### config.mk
export PLATFORM = sky130hd
export DESIGN_NAME = mem_req_ctrl_flat
export DESIGN_NICKNAME = d
export VERILOG_FILES = /design/src/rtl/mem_req_ctrl_if.sv /design/src/rtl/mem_req_ctrl.sv /design/src/flat_wrapper.sv
export SDC_FILE = /design/constraint.sdc
export NUM_CORES = 1
export LEC_CHECK = 0
export ABC_CLOCK_PERIOD_IN_PS = 3600
export CORE_ASPECT_RATIO = 0.8
export CORE_MARGIN = 8
export CORE_UTILIZATION = 50
export CTS_CLUSTER_SIZE = 20
export DETAILED_ROUTE_END_ITERATION = 7
export DONT_BUFFER_PORTS = 1
export PLACE_DENSITY = 0.7
export SLEW_MARGIN = 20
export SYNTH_ARGS = -nofsm -noshare
export SYNTH_HDL_FRONTEND = slang
export SYNTH_SLANG_ARGS = --single-unit
### constraint.sdc
create_clock -name clk -period 3.6 [get_ports clk]
set_input_delay 0.9 -clock clk [delete_from_list [all_inputs] [get_ports clk]]
set_output_delay 0.9 -clock clk [all_outputs]
set_load 0.1 [all_outputs]
### src/rtl/mem_req_ctrl_if.sv
// Requester, response and memory-side signals of mem_req_ctrl, bundled as one interface.
// The slave modport is the controller's view; master is the requester/memory side.
interface mem_req_ctrl_if;
    logic        req_valid;
    logic        req_ready;
    logic        req_we;
    logic [11:0] req_addr;
    logic [31:0] req_wdata;
    logic [1:0]  req_len;
    logic        rsp_valid;
    logic [31:0] rsp_rdata;
    logic        rsp_last;
    logic        mem_cen;
    logic        mem_wen;
    logic [11:0] mem_addr;
    logic [31:0] mem_wdata;
    logic [31:0] mem_rdata;

    modport slave (
        input  req_valid, req_we, req_addr, req_wdata, req_len, mem_rdata,
        output req_ready, rsp_valid, rsp_rdata, rsp_last,
               mem_cen, mem_wen, mem_addr, mem_wdata
    );

    modport master (
        output req_valid, req_we, req_addr, req_wdata, req_len, mem_rdata,
        input  req_ready, rsp_valid, rsp_rdata, rsp_last,
               mem_cen, mem_wen, mem_addr, mem_wdata
    );
endinterface

### src/rtl/mem_req_ctrl.sv
// Single-port memory request controller: IDLE/ACCESS/CAPTURE/RESP per beat.
// Define MEM_REQ_BURST_EN to enable multi-beat reads of req_len+1 beats.
module mem_req_ctrl (
    input  logic          clk,
    input  logic          rst,
    mem_req_ctrl_if.slave bus
);

    typedef enum logic [1:0] {IDLE, ACCESS, CAPTURE, RESP} state_e;

    state_e      state_q, state_d;
    logic        we_q, we_d;
    logic [11:0] addr_q, addr_d;
    logic [31:0] wdata_q, wdata_d;
    logic [31:0] rdata_q, rdata_d;
    logic [1:0]  beats_q, beats_d;
    logic [1:0]  accept_len;

`ifdef MEM_REQ_BURST_EN
    // Writes are always single-beat; only reads honour req_len.
    assign accept_len = bus.req_we ? 2'd0 : bus.req_len;
`else
    logic unused_len;
    assign unused_len = ^bus.req_len;
    assign accept_len = 2'd0;
`endif

    always_comb begin
        // NOTE: every variable gets its default first so no path leaves it unassigned (no latch).
        state_d = state_q;
        we_d    = we_q;
        addr_d  = addr_q;
        wdata_d = wdata_q;
        rdata_d = rdata_q;
        beats_d = beats_q;
        case (state_q)
            IDLE: begin
                if (bus.req_valid) begin
                    state_d = ACCESS;
                    we_d    = bus.req_we;
                    addr_d  = bus.req_addr;
                    wdata_d = bus.req_wdata;
                    beats_d = accept_len;
                end
            end
            ACCESS:  state_d = we_q ? IDLE : CAPTURE;
            CAPTURE: begin
                rdata_d = bus.mem_rdata;
                state_d = RESP;
            end
            RESP: begin
                if (beats_q == 2'd0) begin
                    state_d = IDLE;
                end else begin
                    // 12-bit wrap from 0xFFF to 0x000 falls out of the natural width.
                    beats_d = beats_q - 2'd1;
                    addr_d  = addr_q + 12'd1;
                    state_d = ACCESS;
                end
            end
            default: state_d = IDLE;
        endcase
    end

    // NOTE: sequential state uses non-blocking assignments so all registers update together.
    always_ff @(posedge clk or posedge rst) begin
        if (rst) begin
            state_q <= IDLE;
            we_q    <= 1'b0;
            addr_q  <= 12'd0;
            wdata_q <= 32'd0;
            rdata_q <= 32'd0;
            beats_q <= 2'd0;
        end else begin
            state_q <= state_d;
            we_q    <= we_d;
            addr_q  <= addr_d;
            wdata_q <= wdata_d;
            rdata_q <= rdata_d;
            beats_q <= beats_d;
        end
    end

    // Strobes decode straight from the state register so reset clears them at once.
    assign bus.req_ready = (state_q == IDLE) && !rst;
    assign bus.mem_cen   = (state_q == ACCESS);
    assign bus.mem_wen   = we_q;
    assign bus.mem_addr  = addr_q;
    assign bus.mem_wdata = wdata_q;
    assign bus.rsp_valid = (state_q == RESP);
    assign bus.rsp_last  = (state_q == RESP) && (beats_q == 2'd0);
    assign bus.rsp_rdata = rdata_q;

endmodule

### src/flat_wrapper.sv
// flat-port wrapper written by rule: the top's interface ports become plain ports
module mem_req_ctrl_flat 
  (clk, rst, bus_req_valid, bus_req_we, bus_req_addr, bus_req_wdata, bus_req_len, bus_mem_rdata, bus_req_ready, bus_rsp_valid, bus_rsp_rdata, bus_rsp_last, bus_mem_cen, bus_mem_wen, bus_mem_addr, bus_mem_wdata);
  mem_req_ctrl_if bus_i ();
  input  logic clk;
  input  logic rst;
  input wire logic [$bits(bus_i.req_valid)-1:0] bus_req_valid;
  input wire logic [$bits(bus_i.req_we)-1:0] bus_req_we;
  input wire logic [$bits(bus_i.req_addr)-1:0] bus_req_addr;
  input wire logic [$bits(bus_i.req_wdata)-1:0] bus_req_wdata;
  input wire logic [$bits(bus_i.req_len)-1:0] bus_req_len;
  input wire logic [$bits(bus_i.mem_rdata)-1:0] bus_mem_rdata;
  output wire logic [$bits(bus_i.req_ready)-1:0] bus_req_ready;
  output wire logic [$bits(bus_i.rsp_valid)-1:0] bus_rsp_valid;
  output wire logic [$bits(bus_i.rsp_rdata)-1:0] bus_rsp_rdata;
  output wire logic [$bits(bus_i.rsp_last)-1:0] bus_rsp_last;
  output wire logic [$bits(bus_i.mem_cen)-1:0] bus_mem_cen;
  output wire logic [$bits(bus_i.mem_wen)-1:0] bus_mem_wen;
  output wire logic [$bits(bus_i.mem_addr)-1:0] bus_mem_addr;
  output wire logic [$bits(bus_i.mem_wdata)-1:0] bus_mem_wdata;
  assign bus_i.req_valid = bus_req_valid;
  assign bus_i.req_we = bus_req_we;
  assign bus_i.req_addr = bus_req_addr;
  assign bus_i.req_wdata = bus_req_wdata;
  assign bus_i.req_len = bus_req_len;
  assign bus_i.mem_rdata = bus_mem_rdata;
  assign bus_req_ready = bus_i.req_ready;
  assign bus_rsp_valid = bus_i.rsp_valid;
  assign bus_rsp_rdata = bus_i.rsp_rdata;
  assign bus_rsp_last = bus_i.rsp_last;
  assign bus_mem_cen = bus_i.mem_cen;
  assign bus_mem_wen = bus_i.mem_wen;
  assign bus_mem_addr = bus_i.mem_addr;
  assign bus_mem_wdata = bus_i.mem_wdata;
  mem_req_ctrl u_core (.clk(clk), .rst(rst), .bus(bus_i));
endmodule
### Word level (Yosys, flattened, before mapping)

Cells that the tools add are included.

* bits of input ports: 82
* logic and storage cells: 31
* output and inout port bits: 81
* register bits after elaboration: 81

* equal/unequal tests: 5
* $add $sub $neg: 2
* reductions and logical operators: 8
* muxes and demuxes: 10

Operators by type and width (count)
* $mux 12: 2
* $pmux 12 s2: 1
* $add 12x1->12 const B: 1
* $mux 2: 4
* $pmux 2 s4: 1
* $eq 2x2->1 const B: 2
* $logic_not 2->1: 2
* $ne 2x2->1 const B: 2
* $pmux 2 s2: 1
* $reduce_and 3->1: 1
* $eq 2x1->1 const B: 1
* $logic_and 1x1->1: 2
* $reduce_and 2->1: 1
* $reduce_bool 2->1: 1
* $sub 2x1->2 const B: 1
* $logic_not 1->1: 1
* $mux 1: 1

### Longest topological paths before layout

Gate-level depths: netlist of run 1.

* depth after elaboration: 3
* mapped depth: 7

### Least setup slack after synthesis of run 1

No wires, ideal clock.

* path type: input to output
* start: in rst
* end: out bus_req_ready
* stages on the path: 1
* data arrival time: 2.927 ns
* setup slack: -0.227 ns
* data required time: 2.700 ns
* cell sequence: nor3_1

* cells in the longest elaborated chain, start to end: 2

Ends and longest elaborated chain
* start: declaration: RTL line flat_wrapper.sv:6 `input logic rst;`
* $logic_not 1->1 (no source line)
* $logic_and 1x1->1: RTL line mem_req_ctrl.sv:85 `assign bus.req_ready = (state_q == IDLE) && !rst;`
* end: declaration: RTL line flat_wrapper.sv:13 `output wire logic [$bits(bus_i.req_ready)-1:0] bus_req_ready;`

Every way passes these cells.

### Final worst setup path of run 1

* start: reg u_core.state_q[0]
* end: out bus_rsp_valid

* cells in the longest elaborated chain, start to end: 1

Ends and longest elaborated chain
* start: declaration: RTL line mem_req_ctrl.sv:11 `state_e state_q, state_d;`
* start signal: assignment: RTL line mem_req_ctrl.sv:75 `state_q <= state_d;`
* $eq 2x2->1: RTL line mem_req_ctrl.sv:90 `assign bus.rsp_valid = (state_q == RESP);`
* end: declaration: RTL line flat_wrapper.sv:14 `output wire logic [$bits(bus_i.rsp_valid)-1:0] bus_rsp_valid;`

Every way passes these cells.

==> results.md, run 1 <==
- Outcome: finished clean
- Synthesis Warnings: 0
- Die ar.: 9550 um2
- Die Ht: 89.0 um
- # rows: 26
- Final setup TNS: 0 ns
- Final WL: 7.39 mm
- Share of cells above drive strength 1: 37.0%
- IO Pins: 163
- Post-CTS sizing: 0
- Hold path start: u_core.beats_q[1]
- RSZ-0062 raised after global routing: false
- Number of remaining DRC errors: 0
- Cells on worst reg2reg path: 5
- Mean cell area of the mapped netlist: 13.5 um2
- CTS tree: yes
- Slowest-stage cell, CP: inv_2
- Area Overhead vs Synth: 9.76%
- CP required: 2.70 ns
- Vias in the first global route: 2,050
- Post-route ant nets: 0
- Width of the die: 107 um
- Setup violators final: 0
- Final nets: 337
- Antenna diode count: 0
- Worst Path Class, Setup: flop to output port
- R2R Setup Slk: 1.19 ns
- Worst-path cell chain: nand2_1 -> inv_2
- Grt ovf: 0
- Clk Tree Root Cell: clkbuf_8
- Clk buf depth: 2
- Max_cap viols: 0
- Asr flop ratio synth: 100%
- Post-synth net total: 330
- R2r startpoint: u_core.state_q[0]
- Fill count: 525
- Critical Path End Type: output port
- Worst path top cell family by delay: buffers and inverters
- Total GRT Usage: 15.5%
- Max transition margin: 29.8%
- Buffer count from post-CTS setup fixing: 0
- Htree depth: 3
- First-pass GRT wire length: 11.3 mm
- Post-synthesis sequential area ratio: 60.8%
- CP Launch Type: flop
- Max Slew Vio Count: 0
- Initial antenna violation count: 0
- WP buf/inv: 1
- WL/cell: 21.7 um
- Clock Skews: 0.0105 ns
- DRT Pass-1 Iters: 4
- Vias/cell: 5.77
- Port bufs: 0
- Total CTS buffers: 9
- Hold path endpoint: u_core.beats_q[1]
- Vias: 1,966
- Fin crit period: 2.60 ns
- CTS sink count: 81
- Max incr delay on CP: 0.52 ns
- Core area: 6410 um2
- Initial Util: 52.0%
- Post-synth EDFFs: 0
- Hold-fix buffers at CTS: 0
- Final Hold Vio Count: 0
- Cell Area, Synth: 3330 um2
- Latest clock arrival within the worst-skew pair: 0.34 ns
- Most common flop cell mapped by yosys: dfrtp_1
- Hold WS: 0.529 ns
- Hpwl dp: 5.56 mm
- CTS clock-pin slew for the worst setup and hold paths: 0.07 ns
- Yosys cell types: 33
- Worst Path Max Fanout: 12
- Max Clock Freq: 0.385 GHz
- Slew @ Worst Pin: 1.05 ns
- Iter 0 DRT Violations: 42
- Placer Congestion: 0.727
- Synth Instances: 246
- Flops & latches, synth: 81
- WP data arrival: 1.70 ns
- Largest net degree at the start of global routing: 60
- Critical R2R Capture: u_core.bus.mem_addr[7]
- Min-Delay Path Class: flop to flop
- Hold path depth: 2
- Final Cycle Share: 72.1%
## cell usage in the layout (no fill, tap or decap), types with 2 or more instances in the layout
cell type and n:
inv_1 6, nand4_1 3, o22ai_1 6, dfrtp_1 81, o21ai_1 3, nand3_1 4
a2bb2oi_1 2, nand2_1 12, a21oi_1 16, a22oi_1 2, clkbuf_8 9, and3_1 2
ha_1 2, a21o_1 2, nor2_1 3, a31oi_1 2, mux2_2 65, and2_1 2
bufinv_16 2, o21ai_0 6, buf_4 9
## logic make-up (layout without fill, tap and decap cells)
logic type	after synthesis	after routing	synth area share, %
compound gates	44	44	8.03
fa+ha+maj	2	2	0.751
mux	66	66	22.3
flops	81	81	60.8
buf+inv	21	32	3.08
simple gates	32	32	5.07
## cells in the mapped netlist, types with 3 or more instances
| master | n | area (um2) |
|---|---|---|
| o21ai_1 | 3 | 15.0 |
| buf_2 | 7 | 35.0 |
| nor2_1 | 4 | 15.0 |
| nand3_1 | 4 | 20.0 |
| o21ai_0 | 6 | 30.0 |
| buf_4 | 4 | 30.0 |
| dfrtp_1 | 81 | 2030 |
| a21oi_1 | 16 | 80.1 |
| o22ai_1 | 6 | 37.5 |
| nand2_1 | 12 | 45.0 |
| nand4_1 | 3 | 18.8 |
| inv_1 | 7 | 26.3 |
| mux2_2 | 65 | 732 |
## sequential cells by signal (all words and copies together), names as in the netlist, named ones only
register,flops
u_core.beats_q,2
u_core.bus.mem_addr,12
u_core.bus.mem_wdata,32
u_core.bus.mem_wen,1
u_core.bus.rsp_rdata,32
u_core.state_q,1
## layout make-up
cell class	count	area, um2	area share [%]
sequential	81	2030	55.4
multi-input combinational	144	1220	33.3
clock buffer	10	128	3.49
tap	84	105	2.87
clock inverter	5	81.3	2.22
timing repair buffer	9	67.6	1.85
inverter	8	32.5	0.889
## layer usage
metal	global-route usage (%)	vias up	part of all wire, %	routed length (um)
li1	-	890	-	-
met5	0	-	0	0
met3	10.7	5	16	1160
met1	17.1	963	37	2700
met2	23.7	108	47	3480
met4	4.08	0	0.61	45
## tightest hold or removal path, delay by kind of cell, from the launching register on
kind / cells / cell delay [ns]
flops: 1 / 0.32
compound gates: 1 / 0.12
buf+inv: 1 / 0.05
## metrics by stage
step	std cells	worst slack, ns	utilization [%]	cell area (um2)
detailed placement	326	1.20	53.8	3450
CTS	341	0.953	57.1	3660
floorplan	246	0.620	-	3340
global route	341	0.835	57.1	3660
finish	341	1.00	57.1	3660
global placement	326	1.22	53.8	3450
## worst max path at each step
stage / start / to / slack (ns) / depth (start not counted)
floorplan: rst / async pin / 0.62 / 1
global placement: u_core.state_q[0] / u_core.bus.mem_addr[7] / 1.22 / 5
detailed placement: u_core.state_q[0] / u_core.bus.mem_addr[7] / 1.20 / 5
CTS: u_core.state_q[0] / bus_rsp_valid / 0.95 / 2
global route: flop / bus_rsp_valid / 0.84 / 2
finish: u_core.state_q[0] / bus_rsp_valid / 1.00 / 2
Power of run 1 is left out: the tool's default activity adds up to more than one toggle a clock period on the data nets, which glitch-free logic cannot reach.
==> inputs of run 2 (changes only) <==
--- a/config.mk
+++ b/config.mk
@@ -5,14 +5,14 @@
 export SDC_FILE = /design/constraint.sdc
 export NUM_CORES = 1
 export LEC_CHECK = 0
-export ABC_CLOCK_PERIOD_IN_PS = 3600
+export ABC_CLOCK_PERIOD_IN_PS = 2250
 export CORE_ASPECT_RATIO = 0.8
 export CORE_MARGIN = 8
 export CORE_UTILIZATION = 50
 export CTS_CLUSTER_SIZE = 20
 export DETAILED_ROUTE_END_ITERATION = 7
 export DONT_BUFFER_PORTS = 1
-export PLACE_DENSITY = 0.7
+export PLACE_DENSITY = 0.73
 export SLEW_MARGIN = 20
 export SYNTH_ARGS = -nofsm -noshare
 export SYNTH_HDL_FRONTEND = slang
==> constraint.sdc (replaced) <==
create_clock -name clk -period 2.25 [get_ports clk]
set_input_delay 0.5625 -clock clk [delete_from_list [all_inputs] [get_ports clk]]
set_output_delay 0.5625 -clock clk [all_outputs]
set_load 0.1 [all_outputs]
==> results.md, run 2 (synthesis gave the netlist of run 1 again) <==
- Largest net degree at the start of global routing: 34 (-43%)
- Clk Tree Root Cell: clkbuf_8
- Final nets: 350 (+3.9%)
- Initial antenna violation count: 0 (unchanged)
- Footprint of the multi-input gates: 1220 um2 (unchanged)
- WP data arrival: 1.51 ns (-0.19 ns)
- Grt ovf: 0 (unchanged)
- # rows: 26 (unchanged)
- WL/cell: 21.8 um (+0.73%)
- Post-route ant nets: 0 (unchanged)
- Hpwl dp: 5.80 mm (+4.4%)
- First-pass GRT wire length: 11.9 mm (+4.9%)
- Core area: 6410 um2 (unchanged)
- Setup violators final: 0 (unchanged)
- Hold WS: 0.154 ns (-0.375 ns)
- Total CTS buffers: 9 (unchanged)
- Final Cycle Share: 92.0%
- Placer Congestion: 0.772 (+6.2%)
- Die ar.: 9550 um2 (unchanged)
- Vias/cell: 5.69 (-1.3%)
- Fill count: 521 (-0.76%)
- Die Ht: 89.0 um (unchanged)
- Max_cap viols: 0 (unchanged)
- Max Clock Freq: 0.483 GHz
- Buffer count from post-CTS setup fixing: 0 (unchanged)
- Final setup TNS: 0 ns (unchanged)
- Clk buf depth: 2 (unchanged)
- Area Overhead vs Synth: 12.8%
- Total GRT Usage: 16.1% (+0.60 points)
- Worst Path Max Fanout: 24 (+12)
- Cells on worst reg2reg path: 5 (unchanged)
- Critical R2R Capture: u_core.bus.mem_addr[7]
- Width of the die: 107 um (unchanged)
- Slew @ Worst Pin: 0.935 ns (-0.118 ns)
- Number of remaining DRC errors: 0 (unchanged)
- DRT Pass-1 Iters: 4 (unchanged)
- Post-Place Worst Slack: 0.375 ns (-0.821 ns)
- Worst Path Class, Setup: flop to output port
- Clock Skews: 0.00448 ns (-0.00598 ns)
- Sequential cell area: 2030 um2 (unchanged)
- CP required: 1.69 ns (-1.01 ns)
- Iter 0 DRT Violations: 87 (+110%)
- Placed Instance Area: 3570 um2 (+3.6%)
- Share of cells above drive strength 1: 39.9% (+2.9 points)
- CTS sink count: 81 (unchanged)
- Final WL: 7.75 mm (+4.9%)
- Htree depth: 3 (unchanged)
- Latest clock arrival within the worst-skew pair: 0.34 ns (about the same)
- Vias in the first global route: 2,210 (+7.8%)
- R2R Setup Slk: 0.34 ns (-0.85 ns)
- CTS clock-pin slew for the worst setup and hold paths: 0.08 ns (about the same)
- Port bufs: 0 (unchanged)
- Cell area after layout: 3760 um2 (+2.8%)
- Most frequent cells in the layout: 81 x dfrtp_1, 65 x mux2_2, 20 x buf_4
- Final Hold Vio Count: 0 (unchanged)
- Min-Delay Path Class: input pin to async pin
- Antenna diode count: 0 (unchanged)
- Hold-fix buffers at CTS: 0 (unchanged)
- Post-CTS sizing: 0 (unchanged)
- Max transition margin: 37.7% (+7.9 points)
- CTS tree: yes
- Max Slew Vio Count: 0 (unchanged)
- Initial Util: 52.0% (unchanged)
- CP Launch Type: flop
- Critical Path End Type: output port
- Fin crit period: 2.07 ns
- IO Pins: 163 (unchanged)
- RSZ-0062 raised after global routing: false
- Commonest non-fill, non-tap cell in the layout: dfrtp_1
- Final setup margin: 0.181 ns (-0.822 ns)
- Vias: 2,021 (+2.8%)
- Outcome: finished clean
## run 2: cell types whose count changed in the layout (fill, tap and decap cells not counted), sizes merged
cell and delta:
inv -1, clkbuf +1, buf +13, bufinv -1, clkinv +1, clkinvlp +1
## run 2: routing by layer
| metal | GRT usage (%) | vias up | routed length [um] |
|---|---|---|---|
| li1 | - | 918 | - |
| met1 | 16.6 | 1005 | 2860 |
| met2 | 27.6 | 88 | 3890 |
| met3 | 8.65 | 10 | 920 |
| met4 | 4.97 | 0 | 84 |
| met5 | 0 | - | 0 |
## run 2: stage by stage
stage               cells  util [%]
floorplan             246         -
global placement      339      55.8
detailed placement    339      55.8
CTS                   355      58.7
global route          355      58.7
finish                355      58.7
## run 2: how the worst max path moves through the flow
stage / end / start / depth (start not counted) / slack [ns]
2_1_floorplan: bus_req_ready / rst / 1 / -0.04
3_3_place_gp: u_core.bus.mem_addr[7] / u_core.state_q[0] / 5 / 0.42
3_5_place_dp: u_core.bus.mem_addr[7] / u_core.state_q[0] / 5 / 0.38
4_1_cts: bus_rsp_valid / u_core.state_q[0] / 3 / 0.15
5_1_grt: bus_rsp_valid / u_core.state_q[0] / 3 / 0.09
6_report: bus_rsp_valid / flop / 3 / 0.18
## run 2: area by class of cell
class / instances / share of cell area, %
sequential: 81 / 53.9
multi-input combinational: 144 / 32.4
timing repair buffer: 22 / 5.06
clock buffer: 11 / 3.49
tap: 84 / 2.79
clock inverter: 5 / 1.50
inverter: 8 / 0.898
## run 2: critical path: stages, from the launching register on
cell and delay [ns]:
dfrtp_1 0.51, nand2_1 0.25, inv_2 0.16, buf_12 0.24
Power of run 2 is left out for the same reason.
